--- src/rtl/seven_seg_scan_driver_pkg.sv ---
`default_nettype none
// ============================================================================
// Package   : seven_seg_pkg
// Purpose   : Segment code constants, segment bit positions and width helper
//             shared by the seven-segment display blocks.
// Revision  : 1.0 - initial release
// ============================================================================
package seven_seg_pkg;

    // Segment bit positions inside {dp,g,f,e,d,c,b,a}
    localparam int SEG_BIT_A  = 0;
    localparam int SEG_BIT_B  = 1;
    localparam int SEG_BIT_C  = 2;
    localparam int SEG_BIT_D  = 3;
    localparam int SEG_BIT_E  = 4;
    localparam int SEG_BIT_F  = 5;
    localparam int SEG_BIT_G  = 6;
    localparam int SEG_BIT_DP = 7;

    // Active-high gfedcba patterns
    localparam logic [6:0] SEG_0     = 7'h3F;
    localparam logic [6:0] SEG_1     = 7'h06;
    localparam logic [6:0] SEG_2     = 7'h5B;
    localparam logic [6:0] SEG_3     = 7'h4F;
    localparam logic [6:0] SEG_4     = 7'h66;
    localparam logic [6:0] SEG_5     = 7'h6D;
    localparam logic [6:0] SEG_6     = 7'h7D;
    localparam logic [6:0] SEG_7     = 7'h07;
    localparam logic [6:0] SEG_8     = 7'h7F;
    localparam logic [6:0] SEG_9     = 7'h6F;
    localparam logic [6:0] SEG_A     = 7'h77;
    localparam logic [6:0] SEG_B     = 7'h7C;
    localparam logic [6:0] SEG_C     = 7'h39;
    localparam logic [6:0] SEG_D     = 7'h5E;
    localparam logic [6:0] SEG_E     = 7'h79;
    localparam logic [6:0] SEG_F     = 7'h71;
    localparam logic [6:0] SEG_BLANK = 7'h00;

    // Bits needed to count n states; never less than one bit
    function automatic int idx_width(input int n);
        return (n <= 1) ? 1 : $clog2(n);
    endfunction

endpackage
`default_nettype wire

--- src/rtl/seven_seg_scan_driver_if.sv ---
`default_nettype none
// ============================================================================
// Interface : seven_seg_scan_driver_if
// Purpose   : Digit data / load strobe from the datapath and scanned display
//             pin outputs of the seven-segment scan driver.
// Revision  : 1.0 - initial release
// ============================================================================
interface seven_seg_scan_driver_if #(
    parameter int NUM_DIGITS = 5
);
    logic [4*NUM_DIGITS-1:0] digits_in;
    logic [NUM_DIGITS-1:0]   dp_in;
    logic [NUM_DIGITS-1:0]   blank_in;
    logic                    load;
    logic [NUM_DIGITS-1:0]   seg_sel;
    logic [7:0]              seg_data;
    logic                    frame_done;

    // Datapath side: supplies digit data, observes the display outputs
    modport master (
        output digits_in, dp_in, blank_in, load,
        input  seg_sel, seg_data, frame_done
    );

    // Driver side
    modport slave (
        input  digits_in, dp_in, blank_in, load,
        output seg_sel, seg_data, frame_done
    );
endinterface
`default_nettype wire

--- src/rtl/seven_seg_scan_driver_dec.sv ---
`default_nettype none
// ============================================================================
// Module    : seg_hex_decoder
// Purpose   : 4-bit digit code to active-high gfedcba segment pattern.
//             Codes 10..15 show A,b,C,d,E,F when i_hex_en, else blank.
// Revision  : 1.0 - initial release
// ============================================================================
module seg_hex_decoder
    import seven_seg_pkg::*;
(
    input  logic [3:0] i_code,
    input  logic       i_hex_en,
    output logic [6:0] o_seg
);

    // Pure lookup; hex letters are gated off when hex display is disabled
    always_comb begin
        o_seg = SEG_BLANK;
        case (i_code)
            4'h0: o_seg = SEG_0;
            4'h1: o_seg = SEG_1;
            4'h2: o_seg = SEG_2;
            4'h3: o_seg = SEG_3;
            4'h4: o_seg = SEG_4;
            4'h5: o_seg = SEG_5;
            4'h6: o_seg = SEG_6;
            4'h7: o_seg = SEG_7;
            4'h8: o_seg = SEG_8;
            4'h9: o_seg = SEG_9;
            4'hA: o_seg = i_hex_en ? SEG_A : SEG_BLANK;
            4'hB: o_seg = i_hex_en ? SEG_B : SEG_BLANK;
            4'hC: o_seg = i_hex_en ? SEG_C : SEG_BLANK;
            4'hD: o_seg = i_hex_en ? SEG_D : SEG_BLANK;
            4'hE: o_seg = i_hex_en ? SEG_E : SEG_BLANK;
            4'hF: o_seg = i_hex_en ? SEG_F : SEG_BLANK;
            default: o_seg = SEG_BLANK;
        endcase
    end

endmodule
`default_nettype wire

--- src/rtl/seven_seg_scan_driver.sv ---
`default_nettype none
// ============================================================================
// Module    : seven_seg_scan_driver
// Purpose   : Time-multiplexed common-bus seven-segment driver. Shadows a
//             packed digit word, scans digits with a one-hot select, applies
//             anti-ghost gap, blanking and optional leading-zero suppression.
// Revision  : 1.0 - initial release
// ============================================================================
module seven_seg_scan_driver
    import seven_seg_pkg::*;
#(
    parameter int NUM_DIGITS   = 5,
    parameter int CLK_DIV      = 50000,
    parameter int GHOST_CYCLES = 2,
    parameter int HEX_EN       = 1,
    parameter int LZ_BLANK     = 0
)(
    input  logic                     clk,
    input  logic                     rst_n,
    seven_seg_scan_driver_if.slave   bus
);

    localparam int IDX_W = idx_width(NUM_DIGITS);
    localparam int DIV_W = idx_width(CLK_DIV);

    localparam logic [IDX_W-1:0] c_idx_last = IDX_W'(NUM_DIGITS - 1);
    localparam logic [DIV_W-1:0] c_div_last = DIV_W'(CLK_DIV - 1);
    localparam logic             c_hex_en   = (HEX_EN != 0);
    localparam logic             c_lz_en    = (LZ_BLANK != 0);

    // Shadow copies of the datapath inputs
    logic [4*NUM_DIGITS-1:0] r_digits;
    logic [NUM_DIGITS-1:0]   r_dp;
    logic [NUM_DIGITS-1:0]   r_blank;

    // Scan position
    logic [DIV_W-1:0]        r_div;
    logic [IDX_W-1:0]        r_idx;

    // Registered pin drivers
    logic [NUM_DIGITS-1:0]   r_seg_sel;
    logic [7:0]              r_seg_data;
    logic                    r_frame_done;

    logic                    w_div_wrap;
    logic                    w_idx_last;
    logic                    w_ghost;
    logic                    w_blank_now;
    logic [3:0]              w_code;
    logic [6:0]              w_seg;
    logic [NUM_DIGITS-1:0]   w_sel;
    logic [7:0]              w_data;
    logic [NUM_DIGITS-1:0]   w_zero_above;
    logic [NUM_DIGITS-1:0]   w_lz_blank;

    // Leading-zero detection: digit i is a leading zero when it and every
    // more-significant code are zero; digit 0 is always shown.
    for (genvar i = 0; i < NUM_DIGITS; i++) begin : g_lz
        if (i == NUM_DIGITS - 1) begin : g_top
            assign w_zero_above[i] = (r_digits[4*i +: 4] == 4'h0);
        end else begin : g_mid
            assign w_zero_above[i] = (r_digits[4*i +: 4] == 4'h0) && w_zero_above[i+1];
        end
        if (i == 0) begin : g_lsd
            assign w_lz_blank[i] = 1'b0;
        end else begin : g_msd
            assign w_lz_blank[i] = c_lz_en && w_zero_above[i];
        end
    end

    assign w_div_wrap  = (r_div == c_div_last);
    assign w_idx_last  = (r_idx == c_idx_last);
    assign w_ghost     = (32'(r_div) < GHOST_CYCLES);
    assign w_code      = r_digits[{r_idx, 2'b00} +: 4];
    assign w_blank_now = r_blank[r_idx] | w_lz_blank[r_idx];
    assign w_sel       = NUM_DIGITS'(1) << r_idx;
    assign w_data      = (w_ghost || w_blank_now) ? 8'h00 : {r_dp[r_idx], w_seg};

    seg_hex_decoder u_dec (
        .i_code   (w_code),
        .i_hex_en (c_hex_en),
        .o_seg    (w_seg)
    );

    // Capture new display content on the load strobe; dark until first load
    always_ff @(posedge clk or negedge rst_n) begin
        if (!rst_n) begin
            r_digits <= '0;
            r_dp     <= '0;
            r_blank  <= '1;
        end else if (bus.load) begin
            r_digits <= bus.digits_in;
            r_dp     <= bus.dp_in;
            r_blank  <= bus.blank_in;
        end
    end

    // Slot divider and digit index; index wraps explicitly at the last digit
    always_ff @(posedge clk or negedge rst_n) begin
        if (!rst_n) begin
            r_div <= '0;
            r_idx <= '0;
        end else if (w_div_wrap) begin
            r_div <= '0;
            r_idx <= w_idx_last ? '0 : r_idx + IDX_W'(1);
        end else begin
            r_div <= r_div + DIV_W'(1);
        end
    end

    // Register the pin outputs one cycle behind the scan position
    always_ff @(posedge clk or negedge rst_n) begin
        if (!rst_n) begin
            r_seg_sel    <= NUM_DIGITS'(1);
            r_seg_data   <= 8'h00;
            r_frame_done <= 1'b0;
        end else begin
            r_seg_sel    <= w_sel;
            r_seg_data   <= w_data;
            r_frame_done <= w_div_wrap && w_idx_last;
        end
    end

    assign bus.seg_sel    = r_seg_sel;
    assign bus.seg_data   = r_seg_data;
    assign bus.frame_done = r_frame_done;

endmodule
`default_nettype wire
--- src/flat_wrapper.sv ---
// flat-port wrapper written by rule: the top's interface ports become plain ports
module seven_seg_scan_driver_flat import seven_seg_pkg::*;
#(
    parameter int NUM_DIGITS   = 5,
    parameter int CLK_DIV      = 50000,
    parameter int GHOST_CYCLES = 2,
    parameter int HEX_EN       = 1,
    parameter int LZ_BLANK     = 0
)
  (clk, rst_n, bus_digits_in, bus_dp_in, bus_blank_in, bus_load, bus_seg_sel, bus_seg_data, bus_frame_done);
  seven_seg_scan_driver_if #(.NUM_DIGITS(NUM_DIGITS)) bus_i ();
  input  logic clk;
  input  logic rst_n;
  input wire logic [$bits(bus_i.digits_in)-1:0] bus_digits_in;
  input wire logic [$bits(bus_i.dp_in)-1:0] bus_dp_in;
  input wire logic [$bits(bus_i.blank_in)-1:0] bus_blank_in;
  input wire logic [$bits(bus_i.load)-1:0] bus_load;
  output wire logic [$bits(bus_i.seg_sel)-1:0] bus_seg_sel;
  output wire logic [$bits(bus_i.seg_data)-1:0] bus_seg_data;
  output wire logic [$bits(bus_i.frame_done)-1:0] bus_frame_done;
  assign bus_i.digits_in = bus_digits_in;
  assign bus_i.dp_in = bus_dp_in;
  assign bus_i.blank_in = bus_blank_in;
  assign bus_i.load = bus_load;
  assign bus_seg_sel = bus_i.seg_sel;
  assign bus_seg_data = bus_i.seg_data;
  assign bus_frame_done = bus_i.frame_done;
  seven_seg_scan_driver #(.NUM_DIGITS(NUM_DIGITS), .CLK_DIV(CLK_DIV), .GHOST_CYCLES(GHOST_CYCLES), .HEX_EN(HEX_EN), .LZ_BLANK(LZ_BLANK)) u_core (.clk(clk), .rst_n(rst_n), .bus(bus_i));
endmodule
--- config.mk ---
export PLATFORM = sky130hd
export DESIGN_NAME = seven_seg_scan_driver_flat
export DESIGN_NICKNAME = d
export VERILOG_FILES = /design/src/rtl/seven_seg_scan_driver_pkg.sv /design/src/rtl/seven_seg_scan_driver_if.sv /design/src/rtl/seven_seg_scan_driver_dec.sv /design/src/rtl/seven_seg_scan_driver.sv /design/src/flat_wrapper.sv
export SDC_FILE = /design/constraint.sdc
export NUM_CORES = 1
export LEC_CHECK = 0
export BUFFER_PORTS_ARGS = -buffer_cell sky130_fd_sc_hd__buf_2
export CORE_UTILIZATION = 35
export CTS_CLUSTER_SIZE = 24
export DETAILED_ROUTE_END_ITERATION = 8
export GPL_ROUTABILITY_DRIVEN = 0
export SKIP_LAST_GASP = 1
export SLEW_MARGIN = 0
export SYNTH_ARGS = -nofsm -noshare
export SYNTH_HDL_FRONTEND = slang
export SYNTH_SLANG_ARGS = --single-unit
--- constraint.sdc ---
create_clock -name clk -period 2.15 [get_ports clk]
set_clock_uncertainty 0.1 [all_clocks]
set_input_delay 0.43 -clock clk [delete_from_list [all_inputs] [get_ports clk]]
set_output_delay 0.43 -clock clk [all_outputs]
set_load 0.02 [all_outputs]
After elaboration in Yosys (flattened, before gate mapping)
Memories as Yosys holds them, arrays and structs flattened.
Index checks and enable logic that the tools add are counted.
{"block": "op_classes", "add_sub_neg": 2, "magnitude_cmp": 2, "n_eq_ne": 17, "shift": 2, "n_mux": 9, "n_bitwise": 1, "n_reduce_logical": 3}
{"operator": "case mux 7 bit (16 select lines)", "n": 1}
{"operator": "equality test 4 bit (second input constant)", "n": 8}
{"operator": "variable part select 20 x 6 -> 4 bit", "n": 1}
{"operator": "adder 16 x 1 -> 16 bit (second input constant)", "n": 1}
{"operator": "equality test 16 bit (second input constant)", "n": 1}
{"operator": "equality test 4 x 3 -> 1 bit (second input constant)", "n": 4}
{"operator": "< comparator 16 x 2 -> 1 bit (second input constant)", "n": 1}
{"operator": "2-to-1 mux 16 bit", "n": 1}
{"operator": "equality test 4 x 2 -> 1 bit (second input constant)", "n": 2}
{"operator": "2-to-1 mux 8 bit", "n": 1}
{"operator": "binary-select mux 1 bit (select 3 bit)", "n": 2}
{"operator": "left shift 1 x 3 -> 5 bit (first input constant)", "n": 1}
{"operator": "equality test 4 x 1 -> 1 bit (second input constant)", "n": 1}
{"operator": "zero test 4 bit", "n": 1}
{"operator": "< comparator 3 x 4 -> 1 bit (second input constant)", "n": 1}
{"operator": "adder 3 x 1 -> 3 bit (second input constant)", "n": 1}
{"operator": "equality test 3 bit (second input constant)", "n": 1}
{"operator": "2-to-1 mux 1 bit", "n": 3}
{"operator": "2-to-1 mux 3 bit", "n": 1}
{"operator": "logical AND 1 bit", "n": 1}
{"operator": "logical OR 1 bit", "n": 1}
{"operator": "OR 1 bit", "n": 1}
{"block": "totals", "regBits": 63, "romBits": 8, "inputBits": 33, "elab_cells": 45, "n_memories": 1}
{"name": "(no name shown)", "depth": 8, "word_bits": 1, "rd": 1, "rd_clocked_by_memory_dff": 0, "write_ports": 0, "line_no": "seven_seg_scan_driver.sv:75", "rtl": "assign w_blank_now = r_blank[r_idx] | w_lz_blank[r_idx];"}

Depth between registers and ports, before layout
Gate-level depths: netlist (run 1).
{"block": "depth", "ltp_word": 5, "ltp_mapped": 8}

By module
Synthesis (run 1) repeated with hierarchy kept, for this count alone.
{"block": "unflattened", "hier_cells": 254, "hier_area_um2": 3031.7}
{"module": "seven_seg_scan_driver", "instances": 1, "cells_per_inst": 209, "area_per_inst_um2": 2765.2}
{"module": "seg_hex_decoder", "instances": 1, "cells_per_inst": 45, "area_per_inst_um2": 266.5}

Least setup slack after synthesis (run 1)
No wires, ideal clock.
{"block": "synth_path", "path_type": "flip-flop to flip-flop", "start": "reg u_core.r_idx[0]", "end": "reg u_core.r_seg_data[0] (netlist: u_core.bus.seg_data[0])", "setup_time_ns": 0.141, "arrival_ns": 1.745, "t_required_ns": 1.909, "slack_ns": 0.163, "stages_incl_launch_ff": 9, "path_buffers": 2, "cell_sequence": "dfrtp_1 -> buf_4 -> inv_2 -> nor3_4 -> a21oi_2 -> buf_6 -> nor2b_4 -> o32a_1 -> nor3b_1"}
{"block": "synth_between", "elab_chain_cells": 5, "word_cells_on_any_way": 25, "classes_between": "eq/ne: 15; shift: 1; mux: 5; bitwise: 1; reduce/logical: 2; memory: 1"}
{"element": "start: declaration", "line_no": "seven_seg_scan_driver.sv:38", "rtl": "logic [IDX_W-1:0] r_idx;"}
{"element": "start signal: assignment", "line_no": "seven_seg_scan_driver.sv:105", "rtl": "r_idx <= w_idx_last ? '0 : r_idx + IDX_W'(1);"}
{"element": "parallel branches: the longest is 4 deep, another holds variable part select 20 x 6 -> 4 bit"}
{"element": "2-to-1 mux 8 bit *", "line_no": "seven_seg_scan_driver.sv:77", "rtl": "assign w_data = (w_ghost || w_blank_now) ? 8'h00 : {r_dp[r_idx], w_seg};"}
{"element": "named net u_core.w_data[0]", "line_no": "seven_seg_scan_driver.sv:52", "rtl": "logic [7:0] w_data;"}
{"element": "end signal: assignment", "line_no": "seven_seg_scan_driver.sv:119", "rtl": "r_seg_data <= w_data;"}
{"element": "end: declaration", "line_no": "seven_seg_scan_driver.sv:42", "rtl": "logic [7:0] r_seg_data;"}
Mark *: on every way through the listed nets, which the timed path passes. The select of a mux whose other input is x is not followed.
A chain may end at the register's enable or synchronous reset.

Worst setup path in the final report (run 1)
{"block": "layout_path", "start": "reg u_core.r_idx[2]", "end": "reg u_core.r_seg_data[0] (netlist: u_core.bus.seg_data[0])"}
Same word-level chain as after synthesis.

==> results of run 1 <==
==> registers in the layout (all words and copies together) (netlist names) <==
| name | flops |
|---|---|
| u_core.r_digits | 20 |
| u_core.r_div | 16 |
| u_core.bus.seg_data | 8 |
| u_core.bus.seg_sel | 5 |
| u_core.r_blank | 5 |
| u_core.r_dp | 5 |
| u_core.r_idx | 3 |
| u_core.bus.frame_done | 1 |
==> power by group through the flow <==
stage / sequential, mW / combinational (mW) / clock [mW]
finish: 1.31 / 0.341 / 1.03
global route: 1.32 / 0.373 / 1.13
CTS: 1.31 / 0.329 / 1.07
detailed placement: 1.33 / 0.328 / 0
global placement: 1.33 / 0.322 / 0
floorplan: 1.35 / 0.182 / 0
==> stage by stage <==
stage                     power [mW]  instance area, um^2  util (%)  instances
after floorplan                 1.53                 2990         -        241
after global placement          1.65                 3420      41.4        396
after detailed placement        1.66                 3420      41.4        396
after CTS                       2.70                 3620      43.8        412
after global routing            2.82                 3670      44.5        416
final                           2.68                 3670      44.5        416
==> cells by family (layout without fill, tap and decap cells) <==
| logic type | count (synthesis) | after routing | synth area share, % |
|---|---|---|---|
| compound gates | 23 | 24 | 6.90 |
| fa+ha+maj | 6 | 6 | 2.51 |
| flops | 63 | 63 | 52.9 |
| mux | 42 | 42 | 16.3 |
| xor+xnor | 14 | 14 | 4.10 |
| simple gates | 77 | 77 | 14.3 |
| buf+inv | 16 | 85 | 2.97 |
==> placed cells by master, fill, tap and decap left out, types with 3 or more instances in the layout <==
cell type and instances:
xnor2_1 5, inv_1 4, nor2_1 20, nand2_1 15, xor2_1 9, dfstp_2 6, nor3_1 8, dfrtp_1 57
a21oi_1 5, mux2_2 32, ha_1 6, clkbuf_8 10, o21ai_1 3, nor2b_1 4, mux2i_1 7, buf_4 13
nand3_1 12, buf_12 3, buf_2 46
==> worst max-delay path, delay by kind of cell (launching register included) <==
family          cells  cell delay (ns)
compound gates      3             0.85
buf+inv             1             0.17
flops               1             0.43
mux                 1             0.13
simple gates        2             0.29
==> worst max path at each step <==
stage / end / slack, ns / from
after CTS: u_core.bus.seg_data[2]$_DFF_PN0_ / 0.02 / u_core.r_idx[0]$_DFFE_PN0N_
after detailed placement: u_core.bus.seg_data[2]$_DFF_PN0_ / 0.03 / u_core.r_idx[0]$_DFFE_PN0N_
after global routing: u_core.bus.seg_data[0]$_DFF_PN0_ / -0.0002 / u_core.r_idx[2]$_DFFE_PN0N_
after floorplan: u_core.bus.seg_data[0]$_DFF_PN0_ / 0.16 / u_core.r_idx[0]$_DFFE_PN0N_
final: u_core.bus.seg_data[0]$_DFF_PN0_ / 0.06 / u_core.r_idx[2]$_DFFE_PN0N_
after global placement: u_core.bus.seg_data[2]$_DFF_PN0_ / 0.03 / u_core.r_idx[0]$_DFFE_PN0N_
==> repair_timing <==
action,in CTS,in global routing
endpoints found under the setup margin,0,6
gates resized for setup,0,2
buffers inserted,0,3
hold endpoints to repair,0,0
==> final cells by class <==
class                   instances  area, um^2
inverters                       6        22.5
fillers                       803        4590
repair buffers                 63         399
well taps                     105         131
flip-flops and latches         63        1580
multi-input cells             163        1340
clock inverters                 5        57.6
clock buffers                  11         141
==> metal layers <==
layer  part of all wire, %  global-route usage (%)
met3                   4.1                    3.54
met2                    41                    20.7
met1                    53                    22.2
met4                   1.9                    7.58
met5                     0                       0
==> reports/metrics.csv, run 1 <==
metric,value,unit
reg2reg_to,u_core.bus.seg_data[0]$_DFF_PN0_,
rrSetupSlack,0.06,ns
crit_chain,buf_4 -> mux2i_1 -> o32ai_2 -> a21oi_4 -> nor2b_4 -> o32a_1 -> nor3b_1,
grt_pass1_vias,2013,
vias,2042,
ys_types,47,
ir_worst_vdd,313,uV
async_reset_ff_share,100,%
cts_tree,yes,
rsz0062_at_grt,true,
powerDensity,731,nW/um^2
grt_overflow_total,0,
syn-num-nets,280,
synth_warnings,0,
die_h,94.5,um
rows,33,
fin_crit_sh,97.3,%
insertion_delay,0.34,ns
grt_pass1_wl,10000,um
cts-root-buf,clkbuf_8,
worstPathRequired,2.26,ns
setup_violations,0,
ys.flop_type,dfrtp_1,
p_sw_share,25.1,%
worstSetupStartpointType,flip-flop,
pre_cts_ws,0.0304,ns
worstMarginPinSlew,0.447,ns
ios,47,
ys_seq_area_share,52.9,%
pwr-share-comb,12.7,%
slew_headroom,70.2,%
seq_power_share,48.7,%
reg2regPathDepth,7,
cp_max_fo,6,
cp-end-kind,flip-flop,
critPathMaxStageDelay,0.43,ns
worst_path_max_delay_cell,dfrtp_1,
cts_buffer_depth,2,
grt_start_max_net_pins,64,
whs,0.00195,ns
synth_edf_count,0,
groute.usage.overall,15.1,%
ctsHoldBuffers,0,
synth_area_leader_cell,dfrtp_1,
path_clk_slew,0.07,ns
clock_sinks,63,
drive_gt1_share,42.4,%
synth_top_area_share,47.7,%
yosys.cell_count.top_type,dfrtp_1,
drc,0,
cap_violations,0,
finalNetCount,345,
syn_area,2990,um^2
synthTopCellsByCount,"57 x dfrtp_1, 32 x mux2_2, 20 x nor2_1, 15 x nand2_1, 12 x nand3_1",
min_period,2.09,ns
maxSlewViolCount,0,
leakagePower,1.69,nW
antenna_left,0,
antenna_found_initial,0,
vias_per_cell,4.91,
die_width,94.5,um
dr.first_iter.drc_count,74,
port_buffers,46,
setup-tns-final,0,ns
crit_arrival,2.21,ns
cts_buffers,9,
syn_to_final_growth,22.7,%
syn_avg_cell_area,12.4,um^2
htreeDepth,3,
p_sw,673,uW
synth.area.top_cells,"dfrtp_1 48%, mux2_2 12%, dfstp_2 5.3%",
max_freq,478,MHz
post-dp-hpwl,4190,um
pwr-share-clk,38.5,%
synthCells,241,
internal_power,2.01,mW
timing.rr.start,u_core.r_idx[2]$_DFFE_PN0N_,
hold_class,in2async,
core_area,8260,um^2
status,completed,
firstDrtPassIters,4,
drt_wl_total,6070,um
start_util,36.2,%
worst_slack,0.0572,ns
finalHoldViolCount,0,
wire_per_inst,14.6,um
ys_ff_latch,63,
dieArea,8920,um^2
antennaDiodeCount,0,
criticalPathCategory,reg2reg,
Power figures use the tool's default switching activity.
==> run 2: changes to the inputs <==
--- a/config.mk
+++ b/config.mk
@@ -6,10 +6,13 @@
 export NUM_CORES = 1
 export LEC_CHECK = 0
 export BUFFER_PORTS_ARGS = -buffer_cell sky130_fd_sc_hd__buf_2
+export CELL_PAD_IN_SITES_DETAIL_PLACEMENT = 1
+export CELL_PAD_IN_SITES_GLOBAL_PLACEMENT = 1
 export CORE_UTILIZATION = 35
 export CTS_CLUSTER_SIZE = 24
 export DETAILED_ROUTE_END_ITERATION = 8
 export GPL_ROUTABILITY_DRIVEN = 0
+export PLACE_DENSITY_LB_ADDON = 0.1
 export SKIP_LAST_GASP = 1
 export SLEW_MARGIN = 0
 export SYNTH_ARGS = -nofsm -noshare
==> reports/metrics.csv, run 2 (synthesis results as in run 1) <==
metric,value,unit,change
status,completed,,
worstMarginPinSlew,0.421,ns,-0.0263 ns
antenna_left,0,,unchanged
syn_to_final_growth,27.4,%,
finalHoldViolCount,0,,unchanged
vias_per_cell,4.90,,-0.13%
htreeDepth,3,,unchanged
internal_power,2.01,mW,+0.19%
grt_start_max_net_pins,48,,-25%
slew_headroom,71.7,%,+1.5 points
finalNetCount,358,,+3.8%
die_h,94.5,um,unchanged
core_area,8260,um^2,unchanged
firstDrtPassIters,4,,unchanged
min_period,2.09,ns,-0.00473 ns
final_cells,429,,+3.1%
drc,0,,unchanged
fin_crit_sh,97.1,%,-0.22 points
regMostFlops,u_core.r_digits,,
drive_gt1_share,48.8,%,+6.3 points
cp-end-kind,flip-flop,,
hold_class,in2reg,,
dr.first_iter.drc_count,47,,-36%
pwr-share-comb,13.2,%,+0.5 points
cts_buffers,9,,unchanged
cts-root-buf,clkbuf_8,,
grt_pass1_wl,11000,um,+10%
p_sw,665,uW,-1.2%
vias,2103,,+3.0%
final_cell_mix,"54 x dfrtp_1, 46 x buf_2, 32 x mux2_2, 27 x buf_4, 18 x nor2_1",,
cap_violations,0,,unchanged
pre_cts_ws,-0.00196,ns,-0.0323 ns
post-route-cell-area,3810,um^2,+3.9%
criticalPathCategory,reg2reg,,
start_util,36.2,%,unchanged
cts_buffer_depth,2,,unchanged
worst_slack,0.0620,ns,+0.00473 ns
whs,0.231,ns,+0.229 ns
antennaDiodeCount,0,,unchanged
largest_register_ffs,20,,unchanged
dieArea,8920,um^2,unchanged
clock_sinks,63,,unchanged
antenna_found_initial,0,,unchanged
powerDensity,702,nW/um^2,-3.9%
postPlaceCellArea,3480,um^2,+1.8%
max_freq,479,MHz,+0.23%
rows,33,,unchanged
insertion_delay,0.33,ns,about the same
cts_tree,yes,,
drt_wl_total,6520,um,+7.5%
wire_per_inst,15.2,um,+4.2%
p_sw_share,24.8,%,-0.26 points
groute.usage.overall,16.1,%,+0.91 points
port_buffers,46,,unchanged
grt_overflow_total,0,,unchanged
crit_arrival,2.19,ns,-0.02 ns
ir_worst_vdd,369,uV,+18%
grt_pass1_vias,2207,,+9.6%
setup_violations,0,,unchanged
rsz0062_at_grt,true,,
place_inst,404,,+2.0%
seq_power_share,49.0,%,+0.3 points
path_clk_slew,0.07,ns,about the same
worstSetupStartpointType,flip-flop,,
post-dp-hpwl,4610,um,+10%
pwr-share-clk,37.8,%,-0.7 points
mostFrequentLayoutCell,dfrtp_1,,
leakagePower,1.76,nW,+4.2%
cp_max_fo,11,,+5
maxSlewViolCount,0,,unchanged
ios,47,,unchanged
worstPathRequired,2.26,ns,about the same
die_width,94.5,um,unchanged
run 2: cell types whose count changed in the layout (fill, tap and decap cells not counted), sizes merged:
cell / before / now
clkbuf: 11 / 12
buf: 63 / 75
dlygate4sd3: 0 / 1
clkinv: 4 / 3
run 2: area by class of cell:
cell class,instances,area [um^2]
clock inverters,4,45.0
inverters,6,22.5
well taps,105,131
clock buffers,12,145
flip-flops and latches,63,1590
multi-input cells,163,1400
fillers,895,4440
repair buffers,76,483
run 2: metrics by stage:
stage / setup TNS, ns / power, mW / utilization (%)
after CTS: 0 / 2.70 / 44.6
final: 0 / 2.68 / 46.2
after global routing: -0.123 / 2.82 / 46.2
after global placement: 0 / 1.65 / 42.1
after floorplan: 0 / 1.53 / -
after detailed placement: -0.00196 / 1.66 / 42.1
run 2: layer usage:
layer / track usage, % / up-vias / share of wire (%)
li1: - / 1012 / -
met1: 22.2 / 1053 / 48
met2: 24.8 / 34 / 48
met3: 3.30 / 4 / 2.7
met4: 6.06 / 0 / 0.83
met5: 0 / - / 0
run 2: timing repair:
item / CTS / global route
hold buffers: 1 / 0
resized for setup: 1 / 19
pin swaps: 0 / 7
buffers inserted: 0 / 7
cloned: 0 / 1
setup endpoints to repair: 5 / 11
endpoints found under the hold margin: 16 / 0
run 2: path summary, 6_finish.rpt:
| path | cells after the start | slack (ns) | startpoint | endpoint |
|---|---|---|---|---|
| setup / recovery | 8 | 0.06 | u_core.r_idx[0]$_DFFE_PN0N_ | u_core.bus.seg_data[0]$_DFF_PN0_ |
| hold / removal | 2 | 0.23 | bus_digits_in[2] | u_core.r_digits[2]$_DFFE_PN0P_ |
| setup reg to reg | 8 | 0.06 | u_core.r_idx[0]$_DFFE_PN0N_ | u_core.bus.seg_data[0]$_DFF_PN0_ |
| hold reg to reg | 1 | 0.39 | u_core.r_div[0]$_DFF_PN0_ | u_core.r_div[0]$_DFF_PN0_ |
| max in group asynchronous | 3 | 0.82 | rst_n | u_core.r_blank[0]$_DFFE_PN1P_ |
| min in group asynchronous | 2 | 0.48 | rst_n | u_core.r_digits[10]$_DFFE_PN0P_ |
run 2: worst max-delay path: stages, from the launching register on:
cell	delay, ns
dfrtp_2	0.48
buf_4	0.19
buf_4	0.15
nor3_2	0.17
a221oi_2	0.05
buf_4	0.18
nand2b_1	0.14
o32a_1	0.34
nor3b_2	0.16
run 2: power groups by stage:
stage                     sequential [mW]  clock, mW  combinational (mW)
after global routing                 1.32       1.10               0.389
after CTS                            1.31       1.06               0.332
after floorplan                      1.35          0               0.182
final                                1.31       1.01               0.353
after detailed placement             1.33          0               0.329
after global placement               1.33          0               0.322
==> run 3: changes to the inputs <==
--- a/config.mk
+++ b/config.mk
@@ -12,7 +12,7 @@
 export CTS_CLUSTER_SIZE = 24
 export DETAILED_ROUTE_END_ITERATION = 8
 export GPL_ROUTABILITY_DRIVEN = 0
-export PLACE_DENSITY_LB_ADDON = 0.1
+export PLACE_DENSITY = 0.66
 export SKIP_LAST_GASP = 1
 export SLEW_MARGIN = 0
 export SYNTH_ARGS = -nofsm -noshare
==> reports/metrics.csv, run 3 (synthesis results as in run 1) <==
metric,value,unit,change
status,"finished, violations left",,
violations,negative hold slack,,
vias_per_cell,4.89,,-0.24%
cp-end-kind,flip-flop,,
timing.rr.start,u_core.r_div[5]$_DFF_PN0_,,
port_buffers,46,,unchanged
grt_overflow_total,0,,unchanged
worst_path_max_delay_cell,or4_4,,
post-dp-hpwl,4660,um,+1.1%
max_freq,483,MHz,+0.91%
worstPathRequired,2.26,ns,about the same
postPlaceCellArea,3440,um^2,-1.1%
post-route-cell-area,3700,um^2,-3.0%
cts_buffers,9,,unchanged
powerDensity,745,nW/um^2,+6.1%
dieArea,8920,um^2,unchanged
crit_buf_inv,1,,-2
finalHoldViolCount,1,,+1
rsz0062_at_grt,true,,
filler_cell_count,925,,+3.4%
crit_chain,or4_4 -> nor4_4 -> nand3_1 -> o21ai_1 -> buf_4 -> a31o_2 -> a21oi_1,,
die_h,94.5,um,unchanged
worstMarginPinSlew,0.448,ns,+0.0277 ns
critPathMaxStageDelay,0.55,ns,+0.07 ns
vias,2054,,-2.3%
maxSlewViolCount,0,,unchanged
groute.usage.overall,16.3,%,+0.24 points
crit_family,simple AND/OR/NAND/NOR gates,,
antennaDiodeCount,0,,unchanged
htreeDepth,3,,unchanged
grt_pass1_vias,2192,,-0.68%
drc,0,,unchanged
firstDrtPassIters,4,,unchanged
grt_pass1_wl,11000,um,unchanged
criticalPathCategory,reg2reg,,
die_width,94.5,um,unchanged
insertion_delay,0.34,ns,about the same
regMostFlops,u_core.r_digits,,
worstSetupStartpointType,flip-flop,,
path_clk_slew,0.08,ns,about the same
drive_gt1_share,44.8,%,-4.0 points
final_cell_mix,"54 x dfrtp_1, 46 x buf_2, 32 x mux2_2, 20 x nor2_1, 20 x buf_4",,
grt_start_max_net_pins,64,,+33%
finalNetCount,349,,-2.5%
start_util,36.2,%,unchanged
dr.first_iter.drc_count,57,,+21%
rows,33,,unchanged
whs,-0.00111,ns,-0.232 ns
min_period,2.07,ns,-0.0188 ns
largest_register_ffs,20,,unchanged
leakagePower,1.70,nW,-3.5%
clock_sinks,63,,unchanged
reg2reg_to,u_core.bus.seg_data[6]$_DFF_PN0_,,
core_area,8260,um^2,unchanged
drt_wl_total,6440,um,-1.3%
setup_violations,0,,unchanged
fin_crit_sh,96.2,%,-0.87 points
cap_violations,0,,unchanged
slew_headroom,70.1,%,-1.6 points
cts-root-buf,clkbuf_8,,
cts_tree,yes,,
ctsHoldBuffers,0,,-1
wire_per_inst,15.3,um,+0.78%
rrSetupSlack,0.08,ns,+0.02 ns
antenna_left,0,,unchanged
cp_max_fo,8,,-3
ios,47,,unchanged
syn_to_final_growth,23.7,%,
mostFrequentLayoutCell,dfrtp_1,,
cts_buffer_depth,2,,unchanged
crit_arrival,2.18,ns,about the same
place_inst,399,,-1.2%
final_cells,420,,-2.1%
antenna_found_initial,0,,unchanged
reg2regPathDepth,7,,-1
hold_class,in2async,,
ir_worst_vdd,372,uV,+0.59%
## run 3: final cells by class
cell class / instances / area [um^2] / area share [%]
clock buffer: 10 / 128 / 3.45
tap: 105 / 131 / 3.55
multi-input combinational: 162 / 1330 / 35.8
clock inverter: 6 / 85.1 / 2.30
sequential: 63 / 1590 / 42.9
inverter: 6 / 22.5 / 0.609
timing repair buffer: 68 / 420 / 11.4
## run 3: metal layers
metal	global-route usage, %	vias to the layer above	part of all wire (%)	wire [um]
met3	3.22	9	3.3	213
li1	-	991	-	-
met1	22.3	1015	49	3170
met2	25.0	39	46	2960
met5	0	-	0	0
met4	7.20	0	1.5	99
## run 3: through the flow
| step | worst slack, ns | total power, mW | setup TNS [ns] | utilization, % | hold WS [ns] |
|---|---|---|---|---|---|
| after floorplan | 0.163 | 1.53 | 0 | - | 0.0344 |
| after global placement | 0.0712 | 1.65 | 0 | 41.7 | 0.371 |
| after detailed placement | 0.0281 | 1.66 | 0 | 41.7 | 0.376 |
| after CTS | 0.0167 | 2.79 | 0 | 44.2 | 0.00490 |
| after global routing | -0.0103 | 2.89 | -0.0144 | 44.8 | 0.0145 |
| final | 0.0807 | 2.76 | 0 | 44.8 | -0.00111 |
## run 3: timing repair
item | CTS | global route
setup buffers | 0 | 5
gates resized for setup | 0 | 5
endpoints found under the setup margin | 0 | 8
## run 3: power breakdown
group	leakage [nW]	total, mW	internal (mW)	switching [mW]
Combinational	0.828	0.328	0.164	0.165
Clock	0.102	1.12	0.649	0.473
Sequential	0.771	1.31	1.27	0.0386
Total	1.70	2.76	2.08	0.676
## run 3: worst reg2reg max path, delay by kind of cell (launching register included)
kind            cells  cell delay [ns]
flops               1             0.39
simple gates        3             1.00
buf+inv             1             0.19
compound gates      3             0.28
## run 3: worst max path at each step
stage | from | to | depth (start not counted)
final | u_core.r_div[5]$_DFF_PN0_ | u_core.bus.seg_data[6]$_DFF_PN0_ | 7
after global routing | u_core.r_idx[2]$_DFFE_PN0N_ | u_core.bus.seg_data[0]$_DFF_PN0_ | 7
after CTS | u_core.r_idx[0]$_DFFE_PN0N_ | u_core.bus.seg_data[0]$_DFF_PN0_ | 7
after detailed placement | u_core.r_idx[0]$_DFFE_PN0N_ | u_core.bus.seg_data[0]$_DFF_PN0_ | 7
after global placement | u_core.r_idx[0]$_DFFE_PN0N_ | u_core.bus.seg_data[0]$_DFF_PN0_ | 7
after floorplan | u_core.r_idx[0]$_DFFE_PN0N_ | u_core.bus.seg_data[0]$_DFF_PN0_ | 8
